$ cat src/rtl/instr_encoder_if.sv
// ============================================================================
// instr_encoder_if : request / instruction-memory write bus of instr_encoder
// Rev 1.0
// ============================================================================
`default_nettype none

interface instr_encoder_if #(
  parameter int ADDR_W = 32,
  parameter int CNT_W  = 16
);
  logic              base_load;
  logic [ADDR_W-1:0] base_addr;
  logic              req_valid;
  logic              req_ready;
  logic [2:0]        req_kind;
  logic [3:0]        req_cond;
  logic [2:0]        req_cmd;
  logic              req_s;
  logic [3:0]        req_rd;
  logic [3:0]        req_rn;
  logic [3:0]        req_rm;
  logic [23:0]       req_imm;
  logic              imem_we;
  logic [ADDR_W-1:0] imem_addr;
  logic [31:0]       imem_wd;
  logic [CNT_W-1:0]  word_count;
  logic              busy;
  logic              err;

  modport master (
    output base_load, base_addr, req_valid, req_kind, req_cond, req_cmd,
           req_s, req_rd, req_rn, req_rm, req_imm,
    input  req_ready, imem_we, imem_addr, imem_wd, word_count, busy, err
  );

  modport slave (
    input  base_load, base_addr, req_valid, req_kind, req_cond, req_cmd,
           req_s, req_rd, req_rn, req_rm, req_imm,
    output req_ready, imem_we, imem_addr, imem_wd, word_count, busy, err
  );
endinterface

`default_nettype wire

$ cat src/rtl/instr_encoder.sv
// ============================================================================
// instr_encoder : field-level requests -> 32-bit ARM words written to imem
// Optional illegal-request check enabled by macro ENC_CHECK_EN.
// Rev 1.0
// ============================================================================
`default_nettype none

module instr_encoder #(
  parameter int ADDR_W = 32,
  parameter int CNT_W  = 16
) (
  input  wire logic        clk,
  input  wire logic        reset,
  instr_encoder_if.slave   bus
);

  localparam logic [2:0] c_KIND_DPR = 3'd0;
  localparam logic [2:0] c_KIND_DPI = 3'd1;
  localparam logic [2:0] c_KIND_LDR = 3'd2;
  localparam logic [2:0] c_KIND_STR = 3'd3;
  localparam logic [2:0] c_KIND_B   = 3'd4;

  typedef enum logic [1:0] {
    S_IDLE = 2'd0,
    S_ENC  = 2'd1,
    S_WR   = 2'd2
  } state_t;

  state_t            r_state;
  logic              r_ready;
  logic              r_we;
  logic [ADDR_W-1:0] r_addr;
  logic [31:0]       r_wd;
  logic [CNT_W-1:0]  r_count;
  logic              r_busy;

  logic [2:0]        r_kind;
  logic [3:0]        r_cond;
  logic [2:0]        r_cmd;
  logic              r_s;
  logic [3:0]        r_rd;
  logic [3:0]        r_rn;
  logic [3:0]        r_rm;
  logic [23:0]       r_imm;

  logic [3:0]        w_opc;
  logic [31:0]       w_word;
  logic              w_illegal;

  always_comb begin
    w_opc = 4'b0000;
    case (r_cmd)
      3'd0:    w_opc = 4'b0100;
      3'd1:    w_opc = 4'b0010;
      3'd2:    w_opc = 4'b0000;
      3'd3:    w_opc = 4'b1100;
      3'd4:    w_opc = 4'b0001;
      default: w_opc = 4'b0000;
    endcase
  end

  // Illegal kinds fall into the DP-reg layout when not trapped
  always_comb begin
    w_word = '0;
    case (r_kind)
      c_KIND_LDR, c_KIND_STR:
        w_word = {r_cond, 2'b01, 5'b01100, (r_kind == c_KIND_LDR), r_rn, r_rd, r_imm[11:0]};
      c_KIND_B:
        w_word = {r_cond, 4'b1010, r_imm};
      c_KIND_DPI:
        w_word = {r_cond, 2'b00, 1'b1, w_opc, r_s, r_rn, r_rd, r_imm[11:0]};
      default:
        w_word = {r_cond, 2'b00, 1'b0, w_opc, r_s, r_rn, r_rd, 8'h00, r_rm};
    endcase
  end

`ifdef ENC_CHECK_EN
  logic r_err;

  always_comb begin
    w_illegal = (r_kind > c_KIND_B) ||
                (((r_kind == c_KIND_DPR) || (r_kind == c_KIND_DPI)) && (r_cmd > 3'd4));
  end

  always_ff @(posedge clk or negedge reset) begin
    if (!reset) begin
      r_err <= 1'b0;
    end else begin
      r_err <= (r_state == S_ENC) && w_illegal;
    end
  end

  assign bus.err = r_err;
`else
  always_comb begin
    w_illegal = 1'b0;
  end

  assign bus.err = 1'b0;
`endif

  always_ff @(posedge clk or negedge reset) begin
    if (!reset) begin
      r_state <= S_IDLE;
      r_ready <= 1'b1;
      r_we    <= 1'b0;
      r_addr  <= '0;
      r_wd    <= '0;
      r_count <= '0;
      r_busy  <= 1'b0;
      r_kind  <= '0;
      r_cond  <= '0;
      r_cmd   <= '0;
      r_s     <= 1'b0;
      r_rd    <= '0;
      r_rn    <= '0;
      r_rm    <= '0;
      r_imm   <= '0;
    end else begin
      r_we <= 1'b0;
      case (r_state)
        S_IDLE: begin
          // A base load in the same cycle as an accept steers that word to the new base
          if (bus.base_load) begin
            r_addr  <= bus.base_addr & ~ADDR_W'(3);
            r_count <= '0;
          end
          if (bus.req_valid && r_ready) begin
            r_kind  <= bus.req_kind;
            r_cond  <= bus.req_cond;
            r_cmd   <= bus.req_cmd;
            r_s     <= bus.req_s;
            r_rd    <= bus.req_rd;
            r_rn    <= bus.req_rn;
            r_rm    <= bus.req_rm;
            r_imm   <= bus.req_imm;
            r_state <= S_ENC;
            r_ready <= 1'b0;
            r_busy  <= 1'b1;
          end
        end
        S_ENC: begin
          if (w_illegal) begin
            r_state <= S_IDLE;
            r_ready <= 1'b1;
            r_busy  <= 1'b0;
          end else begin
            r_wd    <= w_word;
            r_we    <= 1'b1;
            r_state <= S_WR;
          end
        end
        S_WR: begin
          r_addr <= r_addr + ADDR_W'(4);
          if (r_count != '1) begin
            r_count <= r_count + 1'b1;
          end
          r_state <= S_IDLE;
          r_ready <= 1'b1;
          r_busy  <= 1'b0;
        end
        default: begin
          r_state <= S_IDLE;
          r_ready <= 1'b1;
          r_busy  <= 1'b0;
        end
      endcase
    end
  end

  assign bus.req_ready  = r_ready;
  assign bus.imem_we    = r_we;
  assign bus.imem_addr  = r_addr;
  assign bus.imem_wd    = r_wd;
  assign bus.word_count = r_count;
  assign bus.busy       = r_busy;

endmodule

`default_nettype wire
$ cat src/flat_wrapper.sv
// flat-port wrapper written by rule: the top's interface ports become plain ports
module instr_encoder_flat 
#(
  parameter int ADDR_W = 32,
  parameter int CNT_W  = 16
)
  (clk, reset, bus_base_load, bus_base_addr, bus_req_valid, bus_req_kind, bus_req_cond, bus_req_cmd, bus_req_s, bus_req_rd, bus_req_rn, bus_req_rm, bus_req_imm, bus_req_ready, bus_imem_we, bus_imem_addr, bus_imem_wd, bus_word_count, bus_busy, bus_err);
  instr_encoder_if #(.ADDR_W(ADDR_W), .CNT_W(CNT_W)) bus_i ();
  input  wire logic clk;
  input  wire logic reset;
  input wire logic [$bits(bus_i.base_load)-1:0] bus_base_load;
  input wire logic [$bits(bus_i.base_addr)-1:0] bus_base_addr;
  input wire logic [$bits(bus_i.req_valid)-1:0] bus_req_valid;
  input wire logic [$bits(bus_i.req_kind)-1:0] bus_req_kind;
  input wire logic [$bits(bus_i.req_cond)-1:0] bus_req_cond;
  input wire logic [$bits(bus_i.req_cmd)-1:0] bus_req_cmd;
  input wire logic [$bits(bus_i.req_s)-1:0] bus_req_s;
  input wire logic [$bits(bus_i.req_rd)-1:0] bus_req_rd;
  input wire logic [$bits(bus_i.req_rn)-1:0] bus_req_rn;
  input wire logic [$bits(bus_i.req_rm)-1:0] bus_req_rm;
  input wire logic [$bits(bus_i.req_imm)-1:0] bus_req_imm;
  output wire logic [$bits(bus_i.req_ready)-1:0] bus_req_ready;
  output wire logic [$bits(bus_i.imem_we)-1:0] bus_imem_we;
  output wire logic [$bits(bus_i.imem_addr)-1:0] bus_imem_addr;
  output wire logic [$bits(bus_i.imem_wd)-1:0] bus_imem_wd;
  output wire logic [$bits(bus_i.word_count)-1:0] bus_word_count;
  output wire logic [$bits(bus_i.busy)-1:0] bus_busy;
  output wire logic [$bits(bus_i.err)-1:0] bus_err;
  assign bus_i.base_load = bus_base_load;
  assign bus_i.base_addr = bus_base_addr;
  assign bus_i.req_valid = bus_req_valid;
  assign bus_i.req_kind = bus_req_kind;
  assign bus_i.req_cond = bus_req_cond;
  assign bus_i.req_cmd = bus_req_cmd;
  assign bus_i.req_s = bus_req_s;
  assign bus_i.req_rd = bus_req_rd;
  assign bus_i.req_rn = bus_req_rn;
  assign bus_i.req_rm = bus_req_rm;
  assign bus_i.req_imm = bus_req_imm;
  assign bus_req_ready = bus_i.req_ready;
  assign bus_imem_we = bus_i.imem_we;
  assign bus_imem_addr = bus_i.imem_addr;
  assign bus_imem_wd = bus_i.imem_wd;
  assign bus_word_count = bus_i.word_count;
  assign bus_busy = bus_i.busy;
  assign bus_err = bus_i.err;
  instr_encoder #(.ADDR_W(ADDR_W), .CNT_W(CNT_W)) u_core (.clk(clk), .reset(reset), .bus(bus_i));
endmodule
$ cat config.mk
export PLATFORM = sky130hd
export DESIGN_NAME = instr_encoder_flat
export DESIGN_NICKNAME = d
export VERILOG_FILES = /design/src/rtl/instr_encoder_if.sv /design/src/rtl/instr_encoder.sv /design/src/flat_wrapper.sv
export SDC_FILE = /design/constraint.sdc
export NUM_CORES = 1
export LEC_CHECK = 0
export ABC_AREA = 1
export BUFFER_PORTS_ARGS = -buffer_cell sky130_fd_sc_hd__clkbuf_2
export CORE_MARGIN = 1
export CORE_UTILIZATION = 30
export DETAILED_ROUTE_END_ITERATION = 8
export HOLD_SLACK_MARGIN = 0.12
export RECOVER_POWER = 100
export SETUP_SLACK_MARGIN = 0.15
export SLEW_MARGIN = 20
export SYNTH_ARGS = -nofsm -noshare
export SYNTH_HDL_FRONTEND = slang
export SYNTH_SLANG_ARGS = --single-unit
$ cat constraint.sdc
create_clock -name clk -period 1.85 [get_ports clk]
set_clock_uncertainty 0.2 [all_clocks]
set_input_delay 0 -clock clk [delete_from_list [all_inputs] [get_ports clk]]
set_output_delay 0 -clock clk [all_outputs]
set_load 0.02 [all_outputs]
---- Word-level counts from Yosys, hierarchy flattened ----
Cells that the tools add are included.
W data, S select, Z words.
word-level totals
  register bits after elaboration ......... 132
  bits in latches ......................... 0
  bits in writable memories ............... 0
  bits in read-only memories .............. 0
  input port bits ......................... 83
  output and inout port bits .............. 84
  logic and storage cells ................. 54
  memories ................................ 0
cells by class
  add/subtract/negate cells ............... 2
  multiply operators ...................... 0
  div/mod/pow operators ................... 0
  $lt $le $gt $ge ......................... 0
  equal/unequal tests ..................... 13
  shifts and indexed selects .............. 0
  muxes and demuxes ....................... 14
  bitwise logic cells ..................... 1
  reductions and logical operators ........ 9
operators by type and width
  kind                     number
  $pmux W28 S3             1
  $pmux W32 S2             1
  $add A32 B3 Y32 const B  1
  $mux W16                 2
  $mux W32                 1
  $pmux W16 S2             1
  $add A16 B1 Y16 const B  1
  $ne A16 B16 Y1 const B   1
  $pmux W4 S4              1
  $eq A3 B2 Y1 const B     3
  $eq A3 B1 Y1 const B     2
  $eq A3 B3 Y1 const B     2
  $reduce_and A2 Y1        3
  $ne A2 B1 Y1 const B     2
  $pmux W1 S2              2
  $pmux W2 S2              1
  $logic_not A3 Y1         1
  $mux W1                  3
  $reduce_and A3 Y1        1
  $eq A2 B1 Y1 const B     1
  $eq A2 B2 Y1 const B     1
  $logic_not A2 Y1         1
  $mux W2                  1
  $ne A2 B2 Y1 const B     1
  other kinds (4)          4

---- Logic depth before layout (Yosys ltp) ----
Gate-level depths: netlist of run 1.
  word-level depth ........................ 3
  depth in mapped cells ................... 10
  mapped depth without buffers ............ 10

---- Least setup slack after synthesis of run 1 ----
OpenSTA, ideal clock, no wires.
  path kind ............................... flip-flop to flip-flop
  start ................................... reg u_core.r_addr[3] (netlist: u_core.bus.imem_addr[3])
  end ..................................... reg u_core.r_addr[20] (netlist: u_core.bus.imem_addr[20])
  setup time .............................. 117 ps
  arrival time ............................ 1502 ps
  data required time ...................... 1533 ps
  setup slack ............................. 31 ps
  cell stages (with the launch flop) ...... 11
  buffers on the path ..................... 0
  clock period less this slack ............ 1819 ps
  cells stage by stage .................... dfrtp_1 ha_1 inv_1 nor2_1 nand3_1 nor2_1 nand2_1 nand2_1 nand2_1 nand2_1 nand2_1
between the ends
  word-level cells in the longest chain between the ends .. 2
RTL lines
  what                    line                  source
  from (decl)             instr_encoder.sv:32   logic [ADDR_W-1:0] r_addr;
  from (signal assigned)  instr_encoder.sv:125  r_addr <= bus.base_addr & ~ADDR_W'(3);
  from (signal assigned)  instr_encoder.sv:154  r_addr <= r_addr + ADDR_W'(4);
  $add A32 B3 Y32         instr_encoder.sv:154
  $pmux W32 S2            instr_encoder.sv:121  case (r_state)
No other way between the ends.
A chain may end at the register's enable or synchronous reset.

---- Final worst setup path of run 1 ----
  start ................................... reg u_core.r_count[0] (netlist: u_core.bus.word_count[0])
  end ..................................... reg u_core.r_count[3] (netlist: u_core.bus.word_count[3])
between the ends
  word-level cells in the longest chain between the ends .. 3
  elaborated cells between the ends (all ways) .. 6
  those cells by class .................... add/sub (1); eq/ne (2); mux (2); reduce/logical (1)
RTL lines
  what                                               line                                        source
  from (decl)                                        instr_encoder.sv:34                         logic [CNT_W-1:0] r_count;
  from (signal assigned)                             instr_encoder.sv:156                        r_count <= r_count + 1'b1;
  $add A16 B1 Y16 or $ne A16 B16 Y1 (tied branches)  instr_encoder.sv:156, instr_encoder.sv:155
  $mux W16 or $ne A2 B1 Y1 (tied branches)           -
  $pmux W16 S2 or $reduce_and A3 Y1 (tied branches)  -
Parallel ways exist; a longest one is shown, timed or not. The select of a mux whose other input is x is not followed.

==> results of run 1 <==
[logic make-up after synthesis]
logic type / share of synthesized area
fa+ha+maj: 0.00378
xor+xnor: 0.00926
flops: 0.492
compound gates: 0.0681
other cells: 0.000567
buf+inv: 0.0639
simple gates: 0.363
[stage by stage]
step	hold WS, ps	setup slack [ps]	util
after floorplan	-496	163	-
after global placement	-216	122	0.374
after detailed placement	-219	110	0.374
after CTS	122	125	0.458
after global routing	148	57.8	0.469
final	136	163	0.469
[state kept, by name, summed over array words and instances, names as in the netlist, 2 cells and up]
register	flops
u_core.bus.imem_addr	30
u_core.bus.imem_wd	32
u_core.bus.word_count	16
u_core.r_cmd	3
u_core.r_cond	4
u_core.r_imm	24
u_core.r_kind	3
u_core.r_rd	4
u_core.r_rm	4
u_core.r_rn	4
u_core.r_state	2
[worst paths after layout]
path	startpoint	to	slack (ps)	cells past startpoint
min	bus_req_imm[13]	u_core.r_imm[13]	140	4
max reg2reg	u_core.bus.word_count[0]	u_core.bus.word_count[3]	160	10
min in group asynchronous	reset	u_core.bus.imem_addr[23]	450	3
max in group asynchronous	reset	u_core.bus.req_ready	240	4
min reg2reg	u_core.bus.imem_wd[8]	u_core.bus.imem_wd[8]	280	2
max	u_core.bus.word_count[0]	u_core.bus.word_count[3]	160	10
[cell type report]
cell class	count	area, sq um	area share
inverter	64	250	0.0250
clock inverter	14	170	0.0170
tap	275	344	0.0344
clock buffer	18	439	0.0438
sequential	130	3270	0.327
multi-input combinational	665	3070	0.306
timing repair buffer	344	2470	0.247
antenna	1	2.50	0.000250
[worst reg2reg max path, cell delays in order (launching register included)]
cell and delay, ps:
dfrtp_2 360, ha_1 170, nand2_1 70, inv_1 120
nand2_4 80, nor2_4 150, nand3b_4 130, nand2_8 110
buf_4 130, nand2_1 50, nand2_1 70
[synth_stat cells, types with 3 or more instances]
| cell type | count |
|---|---|
| a21oi_1 | 28 |
| a31oi_1 | 3 |
| buf_2 | 17 |
| buf_4 | 4 |
| buf_6 | 3 |
| clkbuf_1 | 9 |
| dfrtp_1 | 129 |
| inv_1 | 58 |
| inv_2 | 6 |
| nand2_1 | 349 |
| nand3_1 | 82 |
| nand3_2 | 3 |
| nand4_1 | 3 |
| nor2_1 | 110 |
| nor2_2 | 3 |
| nor2_4 | 6 |
| nor3_1 | 7 |
| o211ai_1 | 10 |
| o21ai_0 | 19 |
| o21ai_1 | 11 |
| xor2_1 | 6 |
[routing by layer]
layer / vias up / GRT usage / routed length (um)
li1: 3493 / - / -
met1: 3291 / 0.247 / 9400
met2: 239 / 0.324 / 10500
met3: 32 / 0.0336 / 1240
met4: 0 / 0.0657 / 383
met5: - / 0 / 0
[what timing repair did]
action / in CTS / in global routing
pin swaps: 4 / 14
resized for setup: 5 / 52
endpoints found under the hold margin: 212 / 0
setup buffers: 2 / 24
hold buffers: 117 / 0
setup endpoints to repair: 24 / 43
gates cloned: 0 / 2
[power by group through the flow]
stage	combinational [mW]	sequential, mW	clock [mW]
3_3_place_gp	5.67	5.07	0
4_1_cts	6.00	5.06	3.60
3_5_place_dp	5.74	5.10	0
6_report	6.26	5.08	3.54
2_1_floorplan	2.84	5.78	0
5_1_grt	6.96	5.25	3.74
==> flow_summary.ini, run 1 <==
[outcome]
outcome = complete, no violations

[global_route]
grt_max_degree = 45
grt_pass1_wl_mm = 34.0
grt_pass1_vias = 6841
antenna_found_initial = 0
gr-total-overflow = 0
grtUsageTotal = 0.192

[cts]
ctsHtreeMaxLevel = 4
clockBufferDepth = 2
cts_tree = done
cts_sinks = 130
clock_latency_ps = 420
cts_root_buf = clkbuf_16
cts_buffers = 17
path_clk_slew_ps = 70

[power_and_ir_drop]
seqPwrFrac = 0.342
sw_frac_of_total = 0.434
power_frac_comb = 0.421
leakagePower_nw = 4.75
power.share.clock = 0.238
switchingPower_mw = 6.45
vdd_drop_max_v = 0.000687
intPower_mw = 8.43
finalPower_mw = 14.9
p_per_area_mw_per_mm2 = 1490

[worst_setup_path]
slowest_stage = dfrtp_2
critPathRequiredTime_ps = 2010
path_cells = ha_1 > nand2_1 > inv_1 > nand2_4 > nor2_4 > nand3b_4 > nand2_8 > buf_4 > nand2_1 > nand2_1
cp_common_cell = nand2_1
critical-path-max-stage-delay_ps = 360
cp-start-kind = flip-flop
cp_top_family = simple AND/OR/NAND/NOR gates
cp.arrival_ps = 1840
cp-end-kind = flip-flop
cp_num_buf_inv = 2
critPathKind = flip-flop to flip-flop
crit_path_max_fanout = 6

[placement]
dp_hpwl_mm = 13.8
dp.cells = 1333
port_buffers = 161
gp_congestion = 0.882
placed_cell_area_sq_mm = 0.00798

[final_layout]
mostFrequentLayoutCell = nand2_1
fin_nets = 1307
drive_gt1_frac = 0.192
design_area_sq_mm = 0.0100
fin_cells = 1511
final_cell_mix = nand2_1, dlygate4sd3_1, dfrtp_1, nor2_1, clkbuf_2
fill_cells = 2136
syn_to_final_growth_pct = 51.4

[synth]
synth_enable_flop_cells = 0
ys_seq_elements = 130
synthTopCellsByArea = dfrtp_1, nand2_1, nor2_1, nand3_1, inv_1
synth_cell_types = 40
synth_top_area_frac = 0.488
async_flop_share = 1.00
yosysWarnings = 0
synth.cell_area_sq_mm = 0.00662
synth_top_cell_by_area = dfrtp_1
ys.flop_type = dfrtp_1
synth.avg_cell_area_sq_um = 7.44
yosysSeqAreaShare = 0.492
synth_cells = 890

[routing]
drt_pre_antenna_iters = 5
vias_per_cell = 4.67
ant_nets = 0
routed_wl_mm = 21.5
drt_iter0_drc = 387
wl_per_cell_um = 14.2
route.detailed.drc = 0
dr_total_vias = 7055

[floorplanning]
dieArea_sq_mm = 0.0227
die_w_um = 151
num_rows = 53
coreArea_sq_mm = 0.0214
ios = 167
start_util = 0.310
fp.dieH_um = 151

[timing]
fin_crit_sh = 0.912
slew_violations = 0
setup_tns_ps = 0
setup_violations = 0
grt_setup_unrepaired = true
final_hold_viol_count = 0
fmax_ghz = 0.593
fin_crit_ps = 1690

[flow_run]
cap_viol_max_count = 0

[worst_hold_path]
hp-class = primary input to flip-flop
(Power assumes the default switching activity.)
==> run 2, diff against run 1 <==
==> constraint.sdc (replaced) <==
create_clock -name clk -period 1.85 [get_ports clk]
set_clock_uncertainty 0.2 [all_clocks]
set_input_delay 0.37 -clock clk [delete_from_list [all_inputs] [get_ports clk]]
set_output_delay 0.37 -clock clk [all_outputs]
set_load 0.02 [all_outputs]
==> flow_summary.ini, run 2 (synthesis gave the netlist of run 1 again) <==
[outcome]
outcome = complete, no violations

[global_route]
gr-total-overflow = 0
grt_max_degree = 55
grtUsageTotal = 0.184
grt_pass1_vias = 6455
antenna_found_initial = 0
grt_pass1_wl_mm = 32.5

[routing]
routed_wl_mm = 21.0
vias_per_cell = 4.62
drt_iter0_drc = 313
wl_per_cell_um = 14.2
route.detailed.drc = 0
drt_pre_antenna_iters = 5
dr_total_vias = 6826
ant_nets = 0

[final_layout]
drive_gt1_frac = 0.220
syn_to_final_growth_pct = 48.5
fin_cells = 1478
fill_cells = 2131
largest_reg_flops = 32
final_cell_mix = nand2_1, dfrtp_1, nor2_1, clkbuf_2
fin_nets = 1275
antennaDiodeCount = 0
mostFrequentLayoutCell = nand2_1

[floorplanning]
ios = 167
fp.dieH_um = 151
start_util = 0.310
dieArea_sq_mm = 0.0227
num_rows = 53
coreArea_sq_mm = 0.0214
die_w_um = 151

[worst_setup_path]
slowest_stage = dfrtp_1
crit_path_max_fanout = 3
critPathRequiredTime_ps = 1280
cp-start-kind = flip-flop
cp-startpoint = u_core.bus.imem_addr[9]
r2r-start = u_core.bus.imem_addr[3]
cp-end-kind = output port
critPathKind = flip-flop to output port
critical-path-max-stage-delay_ps = 400
path_cells = clkbuf_1 > buf_8
cp.arrival_ps = 1170

[cts]
cts_sinks = 130
path_clk_slew_ps = 70
cts_root_buf = clkbuf_16
cts_tree = done
clockBufferDepth = 2
ctsHtreeMaxLevel = 4
cts_buffers = 17
clock_latency_ps = 420

[placement]
gp_congestion = 0.878
port_buffers = 161
dp.cells = 1331
dp_hpwl_mm = 13.7

[timing]
worst_pin_slew_ps = 766
relSlewSlack = 0.489
fmax_ghz = 0.575
setup_violations = 0
slew_violations = 0
final_hold_viol_count = 0
grt_setup_unrepaired = true
fin_crit_ps = 1740
fin_crit_sh = 0.940

[power_and_ir_drop]
leakagePower_nw = 4.67
vdd_drop_max_v = 0.000876
p_per_area_mw_per_mm2 = 1510
finalPower_mw = 14.9

[worst_hold_path]
hp-class = primary input to asynchronous set/reset pin

[flow_run]
cap_viol_max_count = 0
run 2: cell count changes in the layout (fill, tap and decap cells not counted), sizes merged, moves of 2 or more:
cell and delta:
buf +13, clkbuf -4, clkinv -3, clkinvlp +2
dlygate4sd3 -40
run 2: stage by stage:
stage | setup WS [ps] | cell area [sq um] | hold slack, ps | util | TNS, ps
after floorplan | 163 | 6650 | -126 | - | 0
after global placement | 123 | 7980 | 28.2 | 0.374 | 0
after detailed placement | 107 | 7980 | 28.3 | 0.374 | 0
after CTS | 128 | 9500 | 149 | 0.445 | 0
after global routing | -30.6 | 9830 | 172 | 0.460 | -30.6
final | 110 | 9830 | 173 | 0.460 | 0
run 2: routing by layer:
metal  up-vias  share of wire  routed length [um]  track usage
li1       3428              -                   -            -
met1      3191           0.45                9370        0.234
met2       192           0.50               10500        0.314
met3        15          0.046                 960       0.0409
met4         0         0.0099                 208       0.0455
met5         -              0                   0            0
run 2: area by class of cell:
type,count,area (sq um),area share
clock buffers,19,453,0.0461
clock inverters,13,140,0.0143
inverters,64,248,0.0252
multi-input cells,665,3130,0.318
flip-flops and latches,130,3270,0.333
well taps,275,344,0.0350
repair buffers,312,2250,0.229
run 2: power breakdown:
group / leakage [nW] / internal [mW] / switching [mW]
Clock: 0.287 / 1.98 / 1.43
Combinational: 2.78 / 2.45 / 3.98
Sequential: 1.60 / 4.05 / 0.984
run 2: path summary, 6_finish.rpt:
kind,to,slack [ps],depth (start not counted)
max,bus_imem_addr[9],110,2
min,u_core.r_cmd[0],170,2
max reg2reg,u_core.bus.imem_addr[12],130,8
min reg2reg,u_core.r_imm[14],280,2
max in group asynchronous,u_core.r_imm[11],300,3
min in group clk,u_core.bus.imem_addr[14],220,5
run 2: critical path, delay by kind of cell (launching register included):
kind	cells	cell delay, ps
flops	1	400
buf+inv	2	350
run 2: what timing repair did:
action,in CTS,in global routing
endpoints found under the hold margin,205,0
gates resized for setup,23,85
hold buffers,77,0
setup endpoints to repair,31,52
pin swaps,4,19
setup buffers,9,27
cloned,0,2
==> run 3, diff against run 2 <==
--- a/config.mk
+++ b/config.mk
@@ -6,9 +6,10 @@
 export NUM_CORES = 1
 export LEC_CHECK = 0
 export ABC_AREA = 1
-export BUFFER_PORTS_ARGS = -buffer_cell sky130_fd_sc_hd__clkbuf_2
+export BUFFER_PORTS_ARGS = -buffer_cell sky130_fd_sc_hd__buf_4
 export CORE_MARGIN = 1
 export CORE_UTILIZATION = 30
+export CTS_CLUSTER_SIZE = 25
 export DETAILED_ROUTE_END_ITERATION = 8
 export HOLD_SLACK_MARGIN = 0.12
 export RECOVER_POWER = 100
==> flow_summary.ini, run 3 (synthesis gave the netlist of run 1 again) <==
[power_and_ir_drop]
switchingPower_mw = 6.39
sw_frac_of_total = 0.427
power.share.clock = 0.238
power_frac_comb = 0.420
intPower_mw = 8.56
p_per_area_mw_per_mm2 = 1520
leakagePower_nw = 4.66
seqPwrFrac = 0.341
vdd_drop_max_v = 0.000640

[worst_setup_path]
crit_path_max_fanout = 5
cp-start-kind = flip-flop
r2r_cells = 9
critPathRequiredTime_ps = 1280
cp.arrival_ps = 1140
r2r-start = u_core.bus.word_count[1]
critPathKind = flip-flop to output port
r2r_setup_slack_ps = 140
cp-end-kind = output port
r2r-end = u_core.bus.word_count[6]

[floorplanning]
start_util = 0.310
coreArea_sq_mm = 0.0214
ios = 167
dieArea_sq_mm = 0.0227
fp.dieH_um = 151
num_rows = 53
die_w_um = 151

[cts]
cts_root_buf = clkbuf_16
cts_buffers = 17
clockBufferDepth = 2
path_clk_slew_ps = 60
cts_tree = done
clock_latency_ps = 420
ctsHtreeMaxLevel = 4
cts_sinks = 130

[timing]
relSlewSlack = 0.565
fin_crit_ps = 1710
setup_tns_ps = 0
grt_setup_unrepaired = true
final_hold_viol_count = 0
worst_pin_slew_ps = 652
slew_violations = 0
setup_violations = 0
fin_crit_sh = 0.926
fmax_ghz = 0.584

[routing]
routed_wl_mm = 20.6
dr_total_vias = 6866
route.detailed.drc = 0
vias_per_cell = 4.68
ant_nets = 0
drt_pre_antenna_iters = 5
drt_iter0_drc = 311
wl_per_cell_um = 14.1

[final_layout]
multi_input_area_sq_mm = 0.00309
antennaDiodeCount = 0
fill_cells = 2164
syn_to_final_growth_pct = 48.7
largest_reg_flops = 32
final_cell_mix = nand2_1, buf_4, dfrtp_1, nor2_1, nand3_1
design_area_sq_mm = 0.00984
mostFrequentLayoutCell = nand2_1
drive_gt1_frac = 0.205
fin_nets = 1265
seq_area_sq_mm = 0.00326

[global_route]
grt_pass1_vias = 6535
grtUsageTotal = 0.185
gr-total-overflow = 0
antenna_found_initial = 0
grt_pass1_wl_mm = 32.6
grt_max_degree = 50

[flow_run]
cap_viol_max_count = 0

[placement]
port_buffers = 161
dp_hpwl_mm = 14.1
placed_cell_area_sq_mm = 0.00836
gp_congestion = 0.892

[worst_hold_path]
hp-class = primary input to flip-flop
min_to = u_core.bus.imem_addr[14]
hold_depth = 5
worstHoldStart = bus_base_addr[14]

[outcome]
outcome = complete, no violations
==> run 3: timing repair <==
action,CTS,global route
hold endpoints to repair,206,0
hold buffers,78,0
pin swaps,0,11
resized for setup,12,70
buffers inserted,8,17
cloned,0,1
endpoints found under the setup margin,35,57
==> run 3: worst max path at each step <==
stage,cells past startpoint,end,start,slack (ps)
after global placement,9,u_core.bus.imem_addr[25],u_core.bus.imem_addr[4],120
after global routing,10,u_core.bus.word_count[7],u_core.bus.word_count[1],40
final,2,bus_imem_addr[3],u_core.bus.imem_addr[3],140
after detailed placement,9,u_core.bus.imem_addr[21],u_core.bus.imem_addr[4],100
after CTS,9,u_core.bus.imem_addr[29],u_core.r_state[1],120
after floorplan,8,u_core.bus.imem_addr[18],u_core.bus.imem_addr[3],160
==> run 3: routing by layer <==
layer	vias to the layer above	wire length (um)	track usage
met3	28	936	0.0297
li1	3410	-	-
met4	0	346	0.0626
met1	3228	9430	0.243
met5	-	0	0
met2	200	9930	0.308
==> run 3: critical path, cell delays in order (launching register included) <==
cell	delay, ps
dfrtp_2	440
buf_4	140
buf_4	150
==> run 3: power by group through the flow <==
stage               clock network (mW)  logic, mW  registers, mW
finish                            3.56       6.28           5.10
global placement                     0       6.06           5.11
global route                      3.78       6.98           5.26
floorplan                            0       2.84           5.78
detailed placement                   0       6.16           5.13
CTS                               3.65       6.47           5.11
==> run 3: area by class of cell <==
cell class | instances | share of cell area
clock buffer | 17 | 0.0432
clock inverter | 15 | 0.0196
inverter | 64 | 0.0253
multi-input combinational | 665 | 0.314
sequential | 130 | 0.331
tap | 275 | 0.0350
timing repair buffer | 302 | 0.232
==> run 3: metrics by stage <==
| step | hold slack, ps | std cells | worst slack, ps | utilization | power, mW |
|---|---|---|---|---|---|
| finish | 145 | 1468 | 137 | 0.461 | 14.9 |
| global route | 135 | 1468 | 43.6 | 0.461 | 16.0 |
| CTS | 123 | 1450 | 120 | 0.462 | 15.2 |
| detailed placement | 114 | 1332 | 103 | 0.391 | 11.3 |
| global placement | 115 | 1332 | 122 | 0.391 | 11.2 |
| floorplan | -126 | 892 | 163 | - | 8.63 |
